File: src/rtl/draw_scheduler_pkg.sv
// Shared definitions for the 2048 board draw scheduler: FSM encoding, colours
// and board geometry.
package draw_scheduler_pkg;

    typedef enum logic [2:0] {
        ST_IDLE  = 3'd0,
        ST_CLEAR = 3'd1,
        ST_LOAD  = 3'd2,
        ST_GRID  = 3'd3,
        ST_FIN   = 3'd4
    } state_t;

    localparam logic [2:0] COLOUR_BLACK = 3'b000;
    localparam logic [2:0] COLOUR_RED   = 3'b100;
    localparam logic [2:0] COLOUR_WHITE = 3'b111;

    localparam int BOX_NIBBLE = 4;
    localparam int NUM_BOXES  = 16;
    localparam int BOARD_W    = BOX_NIBBLE * NUM_BOXES;
    localparam int COORD_W    = 7;
    localparam int COLOUR_W   = 3;

endpackage

File: src/rtl/draw_scheduler_clear_sweeper.sv
// Raster counter for the background clear: x runs fastest, both wrap to 0
// after the last pixel so the next sweep starts at the origin.
module draw_scheduler_clear_sweeper
    import draw_scheduler_pkg::*;
#(
    parameter int X_MAX = 127,
    parameter int Y_MAX = 119
) (
    input  logic               clock_i,
    input  logic               reset_i,
    input  logic               en_i,
    output logic [COORD_W-1:0] x_o,
    output logic [COORD_W-1:0] y_o,
    output logic               last_o
);

    logic [COORD_W-1:0] x_q, x_d;
    logic [COORD_W-1:0] y_q, y_d;
    logic               x_end;
    logic               y_end;

    assign x_end  = (x_q == COORD_W'(X_MAX));
    assign y_end  = (y_q == COORD_W'(Y_MAX));
    assign last_o = x_end && y_end;
    assign x_o    = x_q;
    assign y_o    = y_q;

    always_comb begin
        x_d = x_q;
        y_d = y_q;
        if (en_i) begin
            if (x_end) begin
                x_d = '0;
                y_d = y_end ? '0 : y_q + 1'b1;
            end else begin
                x_d = x_q + 1'b1;
            end
        end
    end

    always_ff @(posedge clock_i or posedge reset_i) begin
        if (reset_i) begin
            x_q <= '0;
            y_q <= '0;
        end else begin
            x_q <= x_d;
            y_q <= y_d;
        end
    end

endmodule

File: src/rtl/draw_scheduler.sv
// Owns the VGA pixel bus: sequences background clear and draw_grid passes
// over a shadow copy of the board, queueing requests that arrive while busy.
module draw_scheduler
    import draw_scheduler_pkg::*;
#(
    parameter int               CLR_X_MAX   = 127,
    parameter int               CLR_Y_MAX   = 119,
    parameter logic [2:0]       CLR_COLOUR  = COLOUR_BLACK,
    parameter int               GRID_CYCLES = 3840
) (
    input  logic                clock_i,
    input  logic                reset_i,
    input  logic [BOARD_W-1:0]  values_i,
    input  logic                board_update_i,
    input  logic                clear_req_i,
    input  logic [COORD_W-1:0]  grid_x_i,
    input  logic [COORD_W-1:0]  grid_y_i,
    input  logic [COLOUR_W-1:0] grid_colour_i,
    output logic [BOARD_W-1:0]  grid_values_o,
    output logic                grid_reset_o,
    output logic [COORD_W-1:0]  vga_x_o,
    output logic [COORD_W-1:0]  vga_y_o,
    output logic [COLOUR_W-1:0] vga_colour_o,
    output logic                plot_o,
    output logic                busy_o,
    output logic                done_o
);

    localparam int CNT_W = $clog2(GRID_CYCLES);

    state_t              state_q, state_d;
    logic [CNT_W-1:0]    cnt_q, cnt_d;
    logic [BOARD_W-1:0]  grid_values_q, grid_values_d;
    logic                pend_clr_q, pend_clr_d;
    logic                pend_grid_q, pend_grid_d;
    logic [COORD_W-1:0]  clr_x;
    logic [COORD_W-1:0]  clr_y;
    logic                clr_last;
    logic                plot_c;

    draw_scheduler_clear_sweeper #(
        .X_MAX (CLR_X_MAX),
        .Y_MAX (CLR_Y_MAX)
    ) u_sweeper (
        .clock_i (clock_i),
        .reset_i (reset_i),
        .en_i    (state_q == ST_CLEAR),
        .x_o     (clr_x),
        .y_o     (clr_y),
        .last_o  (clr_last)
    );

    always_ff @(posedge clock_i or posedge reset_i) begin
        if (reset_i) begin
            state_q <= ST_CLEAR;
        end else begin
            state_q <= state_d;
        end
    end

    always_comb begin
        state_d = state_q;
        case (state_q)
            ST_IDLE: begin
                if (clear_req_i || pend_clr_q) begin
                    state_d = ST_CLEAR;
                end else if (board_update_i || pend_grid_q) begin
                    state_d = ST_LOAD;
                end
            end
            ST_CLEAR: if (clr_last) state_d = ST_LOAD;
            ST_LOAD:  state_d = ST_GRID;
            ST_GRID:  if (cnt_q == CNT_W'(GRID_CYCLES - 1)) state_d = ST_FIN;
            ST_FIN:   state_d = ST_IDLE;
            default:  state_d = ST_CLEAR;
        endcase
    end

    // Any request seen in IDLE starts a sequence that serves every request
    // outstanding at that moment, so both flags drop there.
    always_comb begin
        pend_clr_d    = pend_clr_q;
        pend_grid_d   = pend_grid_q;
        cnt_d         = cnt_q;
        grid_values_d = grid_values_q;
        if (state_q == ST_IDLE) begin
            pend_clr_d  = 1'b0;
            pend_grid_d = 1'b0;
        end else begin
            pend_clr_d  = pend_clr_q  | clear_req_i;
            pend_grid_d = pend_grid_q | board_update_i;
        end
        if (state_q == ST_LOAD) begin
            cnt_d         = '0;
            grid_values_d = values_i;
        end else if (state_q == ST_GRID) begin
            cnt_d = cnt_q + 1'b1;
        end
    end

    always_ff @(posedge clock_i or posedge reset_i) begin
        if (reset_i) begin
            cnt_q         <= '0;
            grid_values_q <= '0;
            pend_clr_q    <= 1'b0;
            pend_grid_q   <= 1'b0;
        end else begin
            cnt_q         <= cnt_d;
            grid_values_q <= grid_values_d;
            pend_clr_q    <= pend_clr_d;
            pend_grid_q   <= pend_grid_d;
        end
    end

    always_comb begin
        plot_c       = 1'b0;
        grid_reset_o = 1'b1;
        vga_x_o      = '0;
        vga_y_o      = '0;
        vga_colour_o = '0;
        done_o       = 1'b0;
        case (state_q)
            ST_CLEAR: begin
                plot_c       = 1'b1;
                vga_x_o      = clr_x;
                vga_y_o      = clr_y;
                vga_colour_o = CLR_COLOUR;
            end
            ST_GRID: begin
                plot_c       = 1'b1;
                grid_reset_o = 1'b0;
                vga_x_o      = grid_x_i;
                vga_y_o      = grid_y_i;
                vga_colour_o = grid_colour_i;
            end
            ST_FIN:  done_o = 1'b1;
            default: ;
        endcase
    end

    // The reset state is CLEAR, but the VGA bus must stay quiet while reset is held.
    assign plot_o        = plot_c & ~reset_i;
    assign busy_o        = (state_q != ST_IDLE);
    assign grid_values_o = grid_values_q;

endmodule

File: config.mk
export PLATFORM = sky130hd
export DESIGN_NAME = draw_scheduler
export DESIGN_NICKNAME = d
export VERILOG_FILES = /design/src/rtl/draw_scheduler_pkg.sv /design/src/rtl/draw_scheduler_clear_sweeper.sv /design/src/rtl/draw_scheduler.sv
export SDC_FILE = /design/constraint.sdc
export NUM_CORES = 1
export LEC_CHECK = 0
export ABC_AREA = 1
export BUFFER_PORTS_ARGS = -buffer_cell sky130_fd_sc_hd__buf_2
export CAP_MARGIN = 20
export CORE_MARGIN = 8
export CORE_UTILIZATION = 50
export DETAILED_ROUTE_END_ITERATION = 7
export PLACE_DENSITY = 0.84
export RECOVER_POWER = 50
export SLEW_MARGIN = 20
export SYNTH_ARGS = -nofsm -noshare
export SYNTH_HDL_FRONTEND = slang
export SYNTH_SLANG_ARGS = --single-unit
export TNS_END_PERCENT = 50
File: constraint.sdc
create_clock -name clock_i -period 7.39 [get_ports clock_i]
set_clock_uncertainty 0.2 [all_clocks]
set_input_delay 0.739 -clock clock_i [delete_from_list [all_inputs] [get_ports clock_i]]
set_output_delay 0.739 -clock clock_i [all_outputs]
set_load 0.005 [all_outputs]
==> out/results.txt, run 1 <==
top cell type's share of synthesized area = 55.2%
synthesis-stage register bit count = 95
DR WL/cell = 13.7 microns
Critical Path Max Stage Delay = 2.09 ns
Std-Cell Core Area = 8260 sq um
Pleak = 2.82 nW
Total Power = 0.990 mW
IO Port Bufs = 169
clock slew at reported path FFs = 0.10 ns
vias per cell = 4.90
Post-Synth XOR/XNOR Area = 1.23%
dominant cells by area after synthesis = dfrtp_1 55%, nand2_1 22%, inv_1 3.4%
Post CTS Setup Buffer Count = 0
Max FO, Critical Path = 56
RSZ-0062 raised after global routing = false
Fin. Hold Viols = 0
synth-to-layout area growth = 24.3%
Max-slew headroom = -88.0%
mux share of post-synthesis cell area = 0%
chip width = 108 microns
number of global-route vias before repair = 3737
Clock Path Buffers = 2
# fillers = 765
NetSw = 0.249 mW
n_diodes = 0
sequential power share = 55.3%
Pint = 0.740 mW
crit path cell chain = clkbuf_1, clkinvlp_2, clkbuf_1
area leader, netlist = dfrtp_1
final non-filler cell total = 801
syn avg cell area = 8.07 sq um
worst hold slack = 0.277 ns
failing checks = max-capacitance violations, max-slew violations
total track usage = 18.3%
Syn Nets = 616
Top Ports = 170
Simple-Gate Fraction of Synth Area = 30.5%
Yosys cell types = 28
clock buffers created by TritonCTS = 9
Mapped Area = 4260 sq um
CP max stage cell = clkbuf_1
Root Buffer = clkbuf_8
Post-DP HPWL = 8.27 mm
DR iter-0 viols = 288
share of cells above drive strength 1 = 20.4%
FF+latch area = 2380 sq um
min Tclk post-route = 4.30 ns
first-pass GRT wire length = 17.4 mm
TritonCTS clock tree = built
via count = 3925
run status = finished with violations
Initial Util = 51.6%
drt total wl = 11.0 mm
Slew Viols, Final = 98
GPL Wtd Cong = 0.859
crit path launch type = input port
Slew @ Worst Pin = 2.82 ns
fraction of the mapped netlist area in adder cells = 0.881%
largest family of logic cells by synthesized area = simple AND/OR/NAND/NOR gates
drt first pass iters = 4
area of the multi-input gates = 1610 sq um
Critical Path AT = 3.96 ns
die area = 11700 sq um
global route overflow = 0
Most common cell on crit path = clkbuf_1
clk_lat worst skew = 0.35 ns
CP Class = input port to async pin
Pwr Density = 187 nW/um^2
complex-gate fraction of the synthesized area = 5.41%
path type of the worst min-delay path = register to register
Placed Cells = 785
Max Cap Viol = 2
Synth Instances = 528
clock network fraction of design power = 37.1%
Tcrit/Tclk final = 58.1%
Fin Setup TNS = 0 ns
maximum vdd drop = 0.0000981 V
Post-Place Worst Slack = 4.41 ns
largest net degree at the start of global routing = 72
post-CTS sizing = 0
synth warn = 0
Site Rows = 33
final worst slack = 3.09 ns
initial antenna violation count = 0
CP required = 7.05 ns
Seq/Total Area, Yosys = 55.8%
clk sinks = 95
R2R cell count = 7
ANT nets after route = 0
die height = 108 microns
H-tree lvl count = 3
critical path endpoint category = async pin
CTS Hold Bufs = 0
DR DRC count = 0
sw frac = 25.2%
Setup-failing EPs final = 0
final net count = 779
highest clock rate = 233 MHz
hold depth = 2
Logic pwr share = 7.6%
cell usage after synthesis (all sizes together):
cell type  number
clkbuf          6
nor2           34
nor3b           1
nand3          26
nand4           6
o21ai          24
a21oi           7
xnor2           1
nand2         252
inv            42
nor3            3
dfstp           1
buf            13
ha              3
o21bai          2
o31ai           1
xor2            5
a32o            1
dfrtp          94
or2             1
o211ai          1
a22o            4
flip-flops by register name, summed over array words and instances, names as in the netlist:
register,cells
grid_values_o,64
u_sweeper.y_o,7
state_q,3
cnt_q,12
pend_clr_q,1
pend_grid_q,1
u_sweeper.x_o,7
area by class of cell:
type	instances	share of cell area, %
Clock buffer	9	2.34
Clock inverter	7	1.84
Inverter	42	3.03
Multi-Input combinational cell	372	30.4
Sequential cell	95	44.9
Tap cell	105	2.48
Timing Repair Buffer	171	15.0
stage by stage:
| stage | instance area [sq um] | util (%) |
|---|---|---|
| 4_1_cts | 5370 | 65.0 |
| 5_1_grt | 5290 | 64.1 |
| 6_report | 5290 | 64.1 |
| 3_3_place_gp | 5150 | 62.3 |
| 3_5_place_dp | 5150 | 62.3 |
| 2_1_floorplan | 4260 | - |
layer usage:
layer | track usage [%] | vias to the layer above | part of all wire (%)
li1 | - | 1961 | -
met1 | 20.3 | 1824 | 38
met2 | 32.9 | 127 | 53
met3 | 4.16 | 13 | 7.2
met4 | 7.62 | 0 | 1.7
met5 | 0 | - | 0
cells in the final DEF, fill, tap and decap left out, drive strengths merged:
cell / n
nand2: 252
buf: 120
dfrtp: 94
clkbuf: 60
inv: 43
nor2: 34
nand3: 26
o21ai: 24
a21oi: 7
nand4: 6
xor2: 5
a22o: 4
clkinv: 4
nor3: 3
ha: 3
o21bai: 2
or2: 1
a32o: 1
o31ai: 1
o211ai: 1
xnor2: 1
clkinvlp: 1
nor3b: 1
bufinv: 1
dfstp: 1
worst max-delay path: cells and delay by family:
kind,cells,cell delay (ns)
buf+inv,3,3.20
cell families (layout without fill, tap and decap cells):
family,Yosys count,count (layout)
simple gates,323,323
flops,95,95
buf+inv,61,229
compound gates,40,40
xor+xnor,6,6
fa+ha+maj,3,3
final timing paths:
path                                                from                       endpoint  slack [ns]
hold / removal             grid_values_o[53]$_DFFE_PP0N_  grid_values_o[53]$_DFFE_PP0N_        0.28
setup / recovery                                 reset_i  grid_values_o[18]$_DFFE_PP0N_        3.09
hold reg to reg            grid_values_o[53]$_DFFE_PP0N_  grid_values_o[53]$_DFFE_PP0N_        0.28
min in group asynchronous                        reset_i         state_q[2]$_DFFE_PP0P_        0.61
setup reg to reg                  state_q[2]$_DFFE_PP0P_           cnt_q[8]$_DFFE_PP0P_        4.46
max in group clock_i              state_q[0]$_DFFE_PP1P_                     vga_x_o[0]        3.88
power groups by stage:
stage | sequential (mW) | clock, mW | combinational [mW]
finish | 0.547 | 0.368 | 0.0753
floorplan | 0.558 | 0 | 0.0252
global placement | 0.555 | 0 | 0.0786
detailed placement | 0.556 | 0 | 0.0811
global route | 0.549 | 0.401 | 0.0854
CTS | 0.546 | 0.379 | 0.0813
No activity file was read; power rests on OpenSTA's default activity.
==> run 2, diff against run 1 <==
Settings changed: ABC_AREA 1 to 0, CORE_UTILIZATION 50 to 44, PLACE_DENSITY 0.84 to 0.79.
Clock period 7.39 ns to 3.7 ns, I/O delays scaled along.
==> out/results.txt, run 2 <==
min Tclk post-route = 2.74 ns
initial antenna violation count = 0 (unchanged)
Pwr Density = 326 nW/um^2 (+74%)
most common cell after layout, fill and taps aside = nand2_1
first-pass GRT wire length = 20.6 mm (+18%)
dominant cells by area after synthesis = dfrtp_1 55%, nand2_1 19%, a22o_1 2.5%
Tcrit/Tclk final = 74.1%
Post-Synth XOR/XNOR Area = 0.823% (-0.41 points)
IO Port Bufs = 169 (unchanged)
Seq/Total Area, Yosys = 55.9% (about the same)
clock slew at reported path FFs = 0.08 ns (-0.02 ns)
Mapped Area = 4260 sq um (about the same)
chip width = 114 microns (+5.6%)
DR DRC count = 0 (unchanged)
complex-gate fraction of the synthesized area = 9.17% (+3.8 points)
Setup-failing EPs final = 0 (unchanged)
ANT nets after route = 0 (unchanged)
Pint = 1.52 mW (+100%)
Simple-Gate Fraction of Synth Area = 28.5% (-2.0 points)
FFs w/ async S/R, synth = 100% (unchanged)
synthesis-stage register bit count = 95 (unchanged)
sequential power share = 54.3% (-1.0 points)
largest family of logic cells by synthesized area = simple AND/OR/NAND/NOR gates
global route overflow = 0 (unchanged)
# fillers = 849 (+11%)
hold path endpoint = grid_values_o[46]$_DFFE_PP0N_
area leader, netlist = dfrtp_1
via count = 4142 (+5.5%)
final non-filler cell total = 817 (+2.0%)
maximum vdd drop = 0.000221 V (+130%)
Post-synth top cells = 212 x nand2_1, 94 x dfrtp_1, 15 x clkbuf_1
clock network fraction of design power = 38.9% (+1.8 points)
failing checks = max-capacitance violations, max-slew violations
EDFF count, synth = 0 (unchanged)
Detail Route met3 WL = 942 microns (+19%)
highest clock rate = 365 MHz
path type of the worst min-delay path = input port to register
GPL Wtd Cong = 0.838 (-2.5%)
run status = finished with violations
Met1 Wirelength = 5.23 mm (+24%)
synth warn = 0 (unchanged)
Syn Nets = 556 (-9.7%)
TritonCTS clock tree = built
H-tree lvl count = 3 (unchanged)
Slew Viols, Final = 40 (-59%)
final core utilization = 61.1% (-3.0 points)
commonest non-fill, non-tap cells in the layout = 212 x nand2_1, 115 x buf_2, 94 x dfrtp_1
max reg flops = 64 (unchanged)
DR iter-0 viols = 177 (-39%)
Critical Path AT = 2.17 ns (-1.79 ns)
top cell type's share of synthesized area = 55.2% (about the same)
Top Ports = 170 (unchanged)
final net count = 767 (-1.5%)
RSZ-0062 raised after global routing = false
drt first pass iters = 5 (+1)
drt total wl = 12.7 mm (+15%)
Synth Instances = 468 (-11%)
critical path endpoint category = output port
DR WL/cell = 15.5 microns (+13%)
Max FO, Critical Path = 21 (-63%)
Logic pwr share = 6.8% (-0.8 points)
Post CTS Setup Buffer Count = 0 (unchanged)
worst hold slack = 0.0165 ns (-0.261 ns)
CP Class = register to output port
Root Buffer = clkbuf_8
Placed Cells = 750 (-4.5%)
Pleak = 2.70 nW (-4.2%)
clk_lat worst skew = 0.35 ns (about the same)
Fin Setup TNS = 0 ns (unchanged)
Slew @ Worst Pin = 1.70 ns (-1.12 ns)
synth-to-layout area growth = 37.6%
CP required = 3.13 ns (-3.92 ns)
most used flip-flop cell after synthesis = dfrtp_1
reg-to-reg endpoint = state_q[0]$_DFFE_PP1P_
total track usage = 19.7% (+1.5 points)
crit path launch type = register
fraction of the mapped netlist area in adder cells = 0.882% (about the same)
die area = 13100 sq um (+12%)
syn avg cell area = 9.10 sq um (+13%)
Clock Path Buffers = 2 (unchanged)
DR top layer = met4
hold depth = 3 (+1)
count leader, synth = nand2_1
Std-Cell Core Area = 9590 sq um (+16%)
Total Power = 1.91 mW (+93%)
sw frac = 20.7% (-4.5 points)
clk sinks = 95 (unchanged)
number of global-route vias before repair = 4229 (+13%)
FF-to-FF setup slack = 1.32 ns (-3.14 ns)
Fin. Hold Viols = 0 (unchanged)
Site Rows = 36 (+9.1%)
worst hold path startpoint = values_i[46]
Max Cap Viol = 1 (-1)
NetSw = 0.395 mW (+58%)
die height = 114 microns (+5.6%)
vias per cell = 5.07 (+3.5%)
n_diodes = 0 (unchanged)
met2 wire length = 6.06 mm (+4.5%)
Post-DP HPWL = 8.22 mm (-0.56%)
clock buffers created by TritonCTS = 9 (unchanged)
reg2reg start = state_q[0]$_DFFE_PP1P_
Max-slew headroom = -14.0% (+74 points)
R2R cell count = 4 (-3)
share of cells above drive strength 1 = 21.3% (+0.94 points)
Yosys cell types = 48 (+71%)
Initial Util = 44.4% (-7.2 points)
largest net degree at the start of global routing = 71 (-1.4%)
mux share of post-synthesis cell area = 1.44% (+1.4 points)
## run 2: cell types whose count changed in the layout (fill, tap and decap cells not counted), sizes merged, moves of 5 or more
cell / change
a22o: +8
clkbuf: +8
dlygate4sd3: +51
inv: -35
mux2i: +5
nand2: -40
nand2b: +6
nand3: -19
nor2: -30
nor4: +6
o21ai: -13
o31ai: +5
o41ai: +6
or4: +5
## run 2: worst max path at each step
stage                           startpoint  cells after the start                            to  slack (ns)
finish              state_q[0]$_DFFE_PP1P_                      3                  grid_reset_o        0.96
global route                       reset_i                      4  grid_values_o[3]$_DFFE_PP0N_        0.66
CTS                 state_q[0]$_DFFE_PP1P_                      3                  grid_reset_o        1.05
detailed placement  state_q[0]$_DFFE_PP1P_                      3                  grid_reset_o        1.45
global placement    state_q[0]$_DFFE_PP1P_                      3                  grid_reset_o        1.51
floorplan                          reset_i                      1          cnt_q[0]$_DFFE_PP0P_        0.65
## run 2: per-stage QoR
step / setup slack (ns) / instance area (sq um)
after floorplan: 0.655 / 4260
after global placement: 1.51 / 5210
after detailed placement: 1.45 / 5210
after CTS: 1.05 / 5920
after global routing: 0.662 / 5860
final: 0.958 / 5860
## run 2: cells by family (layout without fill, tap and decap cells)
logic type,after synthesis,in the layout
xor+xnor,4,4
simple gates,274,274
mux,6,6
compound gates,52,52
buf+inv,34,250
flops,95,95
fa+ha+maj,3,3
## run 2: what timing repair did
action | 4_1_cts | 5_1_grt
setup endpoints to repair | 0 | 0
hold endpoints to repair | 85 | 1
resized for setup | 0 | 0
hold buffers | 50 | 1
## run 2: power by group through the flow
stage / logic [mW] / clock network (mW) / registers, mW
2_1_floorplan: 0.0264 / 0 / 1.06
3_3_place_gp: 0.0862 / 0 / 1.06
3_5_place_dp: 0.0880 / 0 / 1.06
4_1_cts: 0.129 / 0.764 / 1.04
5_1_grt: 0.144 / 0.805 / 1.04
6_report: 0.130 / 0.743 / 1.04
## run 2: worst max-delay path, cell delays in order (launching register included)
cell and delay [ns]:
dfstp_1 0.74, and3b_1 0.68, inv_1 0.21, buf_2 0.18
## run 2: area by class of cell
| class | instances | area (sq um) | area share, % |
|---|---|---|---|
| Clock inverter | 4 | 70.1 | 1.20 |
| Clock buffer | 12 | 145 | 2.48 |
| Tap cell | 133 | 166 | 2.84 |
| Timing Repair Buffer | 225 | 1320 | 22.5 |
| Multi-Input combinational cell | 339 | 1740 | 29.7 |
| Sequential cell | 95 | 2380 | 40.6 |
| Inverter | 9 | 35.0 | 0.598 |
## run 2: layer usage
metal  track usage [%]  vias to the layer above
li1                  -                     1977
met1              22.9                     1968
met2              32.2                      161
met3              5.80                       36
met4              10.6                        0
met5                 0                        -
==> run 3, diff against run 2 <==
Clock period 3.7 ns to 2.5 ns, I/O delays scaled along.
==> out/results.txt, run 3 (synthesis results as in run 2) <==
run status = finished, final reports clean
Fin Setup TNS = 0 ns (unchanged)
Post-DP HPWL = 8.15 mm (-0.85%)
die height = 114 microns (unchanged)
max reg flops = 64 (unchanged)
Root Buffer = clkbuf_8
via count = 4160 (+0.43%)
critical path endpoint category = output port
DR DRC count = 0 (unchanged)
ANT nets after route = 0 (unchanged)
Fin. Hold Viols = 0 (unchanged)
crit path launch type = register
largest net degree at the start of global routing = 71 (unchanged)
final non-filler cell total = 833 (+2.0%)
commonest non-fill, non-tap cells in the layout = 212 x nand2_1, 137 x buf_2, 94 x dfrtp_1
clock slew at reported path FFs = 0.09 ns (about the same)
drt total wl = 12.7 mm (about the same)
Max-slew headroom = 10.0% (+24 points)
final net count = 783 (+2.1%)
Clock Path Buffers = 2 (unchanged)
total track usage = 19.9% (+0.21 points)
clk_lat worst skew = 0.35 ns (about the same)
Design Area, Final = 6070 sq um (+3.5%)
TritonCTS clock tree = built
Pwr Density = 472 nW/um^2 (+45%)
DR WL/cell = 15.2 microns (-2.0%)
path type of the worst min-delay path = input port to register
Slew Viols, Final = 0 (-100%)
Max FO, Critical Path = 13 (-38%)
n_diodes = 0 (unchanged)
final core utilization = 63.2% (+2.2 points)
drt first pass iters = 6 (+1)
Pleak = 2.79 nW (+3.5%)
RSZ-0062 raised after global routing = false
Max Cap Viol = 0 (-1)
placed cell area = 5240 sq um (+0.65%)
first-pass GRT wire length = 20.8 mm (+0.87%)
Tcrit/Tclk final = 91.7%
maximum vdd drop = 0.000247 V (+12%)
Std-Cell Core Area = 9590 sq um (unchanged)
clock buffers created by TritonCTS = 9 (unchanged)
number of global-route vias before repair = 4288 (+1.4%)
share of cells above drive strength 1 = 24.4% (+3.1 points)
min Tclk post-route = 2.29 ns
Setup-failing EPs final = 0 (unchanged)
IO Port Bufs = 169 (unchanged)
synth-to-layout area growth = 42.5%
DR iter-0 viols = 188 (+6.2%)
H-tree lvl count = 3 (unchanged)
clk sinks = 95 (unchanged)
initial antenna violation count = 0 (unchanged)
most common cell after layout, fill and taps aside = nand2_1
CP Class = register to output port
Initial Util = 44.4% (unchanged)
Critical Path AT = 1.84 ns (-0.33 ns)
CP required = 2.05 ns (-1.08 ns)
chip width = 114 microns (unchanged)
Slew @ Worst Pin = 1.35 ns (-0.351 ns)
Site Rows = 36 (unchanged)
die area = 13100 sq um (unchanged)
# fillers = 797 (-6.1%)
Top Ports = 170 (unchanged)
global route overflow = 0 (unchanged)
GPL Wtd Cong = 0.875 (+4.4%)
Placed Cells = 751 (+0.13%)
highest clock rate = 436 MHz
vias per cell = 4.99 (-1.5%)
## run 3: cell count changes in the layout (fill, tap and decap cells not counted)
cell | before | now
clkbuf_1 | 56 | 30
buf_2 | 115 | 137
dlygate4sd3_1 | 51 | 66
buf_1 | 0 | 3
clkinvlp_4 | 0 | 2
and2_0 | 1 | 0
and2_1 | 3 | 4
buf_12 | 0 | 1
clkinv_2 | 2 | 1
clkinv_4 | 0 | 1
clkinvlp_2 | 1 | 0
dfstp_1 | 1 | 0
dfstp_2 | 0 | 1
## run 3: area by class of cell
cell class                      instances  area, sq um  share of cell area [%]
Tap cell                              133          166                    2.74
Inverter                                9         37.5                   0.619
Clock inverter                          5         81.3                    1.34
Sequential cell                        95         2380                    39.2
Multi-Input combinational cell        339         1740                    28.7
Timing Repair Buffer                  241         1520                    25.0
Clock buffer                           11          141                    2.33
## run 3: metrics by stage
stage / power, mW / worst slack (ns) / hold slack (ns)
floorplan: 1.61 / 0.509 / 0.155
global placement: 1.70 / 0.453 / 0.163
detailed placement: 1.70 / 0.399 / 0.185
CTS: 2.91 / 0.190 / 0.0235
global route: 2.98 / 0.0846 / 0.0452
finish: 2.86 / 0.207 / 0.0402
## run 3: path summary, 6_finish.rpt
path / start / endpoint / slack (ns) / cells after the start
max in group asynchronous: reset_i / grid_values_o[29]$_DFFE_PP0N_ / 0.53 / 4
hold reg to reg: grid_values_o[0]$_DFFE_PP0N_ / grid_values_o[0]$_DFFE_PP0N_ / 0.28 / 2
min in group asynchronous: reset_i / u_sweeper.x_o[1]$_DFFE_PP0N_ / 0.61 / 4
setup / recovery: state_q[0]$_DFFE_PP1P_ / vga_x_o[6] / 0.21 / 3
setup reg to reg: u_sweeper.x_o[1]$_DFFE_PP0N_ / u_sweeper.y_o[3]$_DFFE_PP0P_ / 0.37 / 4
hold / removal: board_update_i / pend_grid_q$_DFF_PP0_ / 0.04 / 3
## run 3: critical path, cell delays in order (launching register included)
cell and delay (ns):
dfstp_2 0.65, or3b_4 0.50, o21ai_0 0.19, buf_2 0.14
## run 3: report_power, final
| group | leakage (nW) | switching (mW) | total (mW) | internal, mW |
|---|---|---|---|---|
| sequential | 0.959 | 0.0000000000000000237 | 1.54 | 1.54 |
| clock | 0.110 | 0.528 | 1.12 | 0.592 |
| combinational | 1.73 | 0.0754 | 0.209 | 0.133 |
| total | 2.79 | 0.604 | 2.86 | 2.26 |
## run 3: layer usage
| layer | up-vias | wire length [microns] | global-route usage, % |
|---|---|---|---|
| li1 | 2005 | - | - |
| met2 | 137 | 6380 | 33.8 |
| met1 | 1995 | 5120 | 22.9 |
| met4 | 0 | 311 | 9.41 |
| met5 | - | 0 | 0 |
| met3 | 23 | 843 | 5.49 |
## run 3: timing repair
item | 4_1_cts | 5_1_grt
endpoints found under the hold margin | 159 | 0
resized for setup | 0 | 0
hold buffers | 66 | 0
buffers inserted | 0 | 0
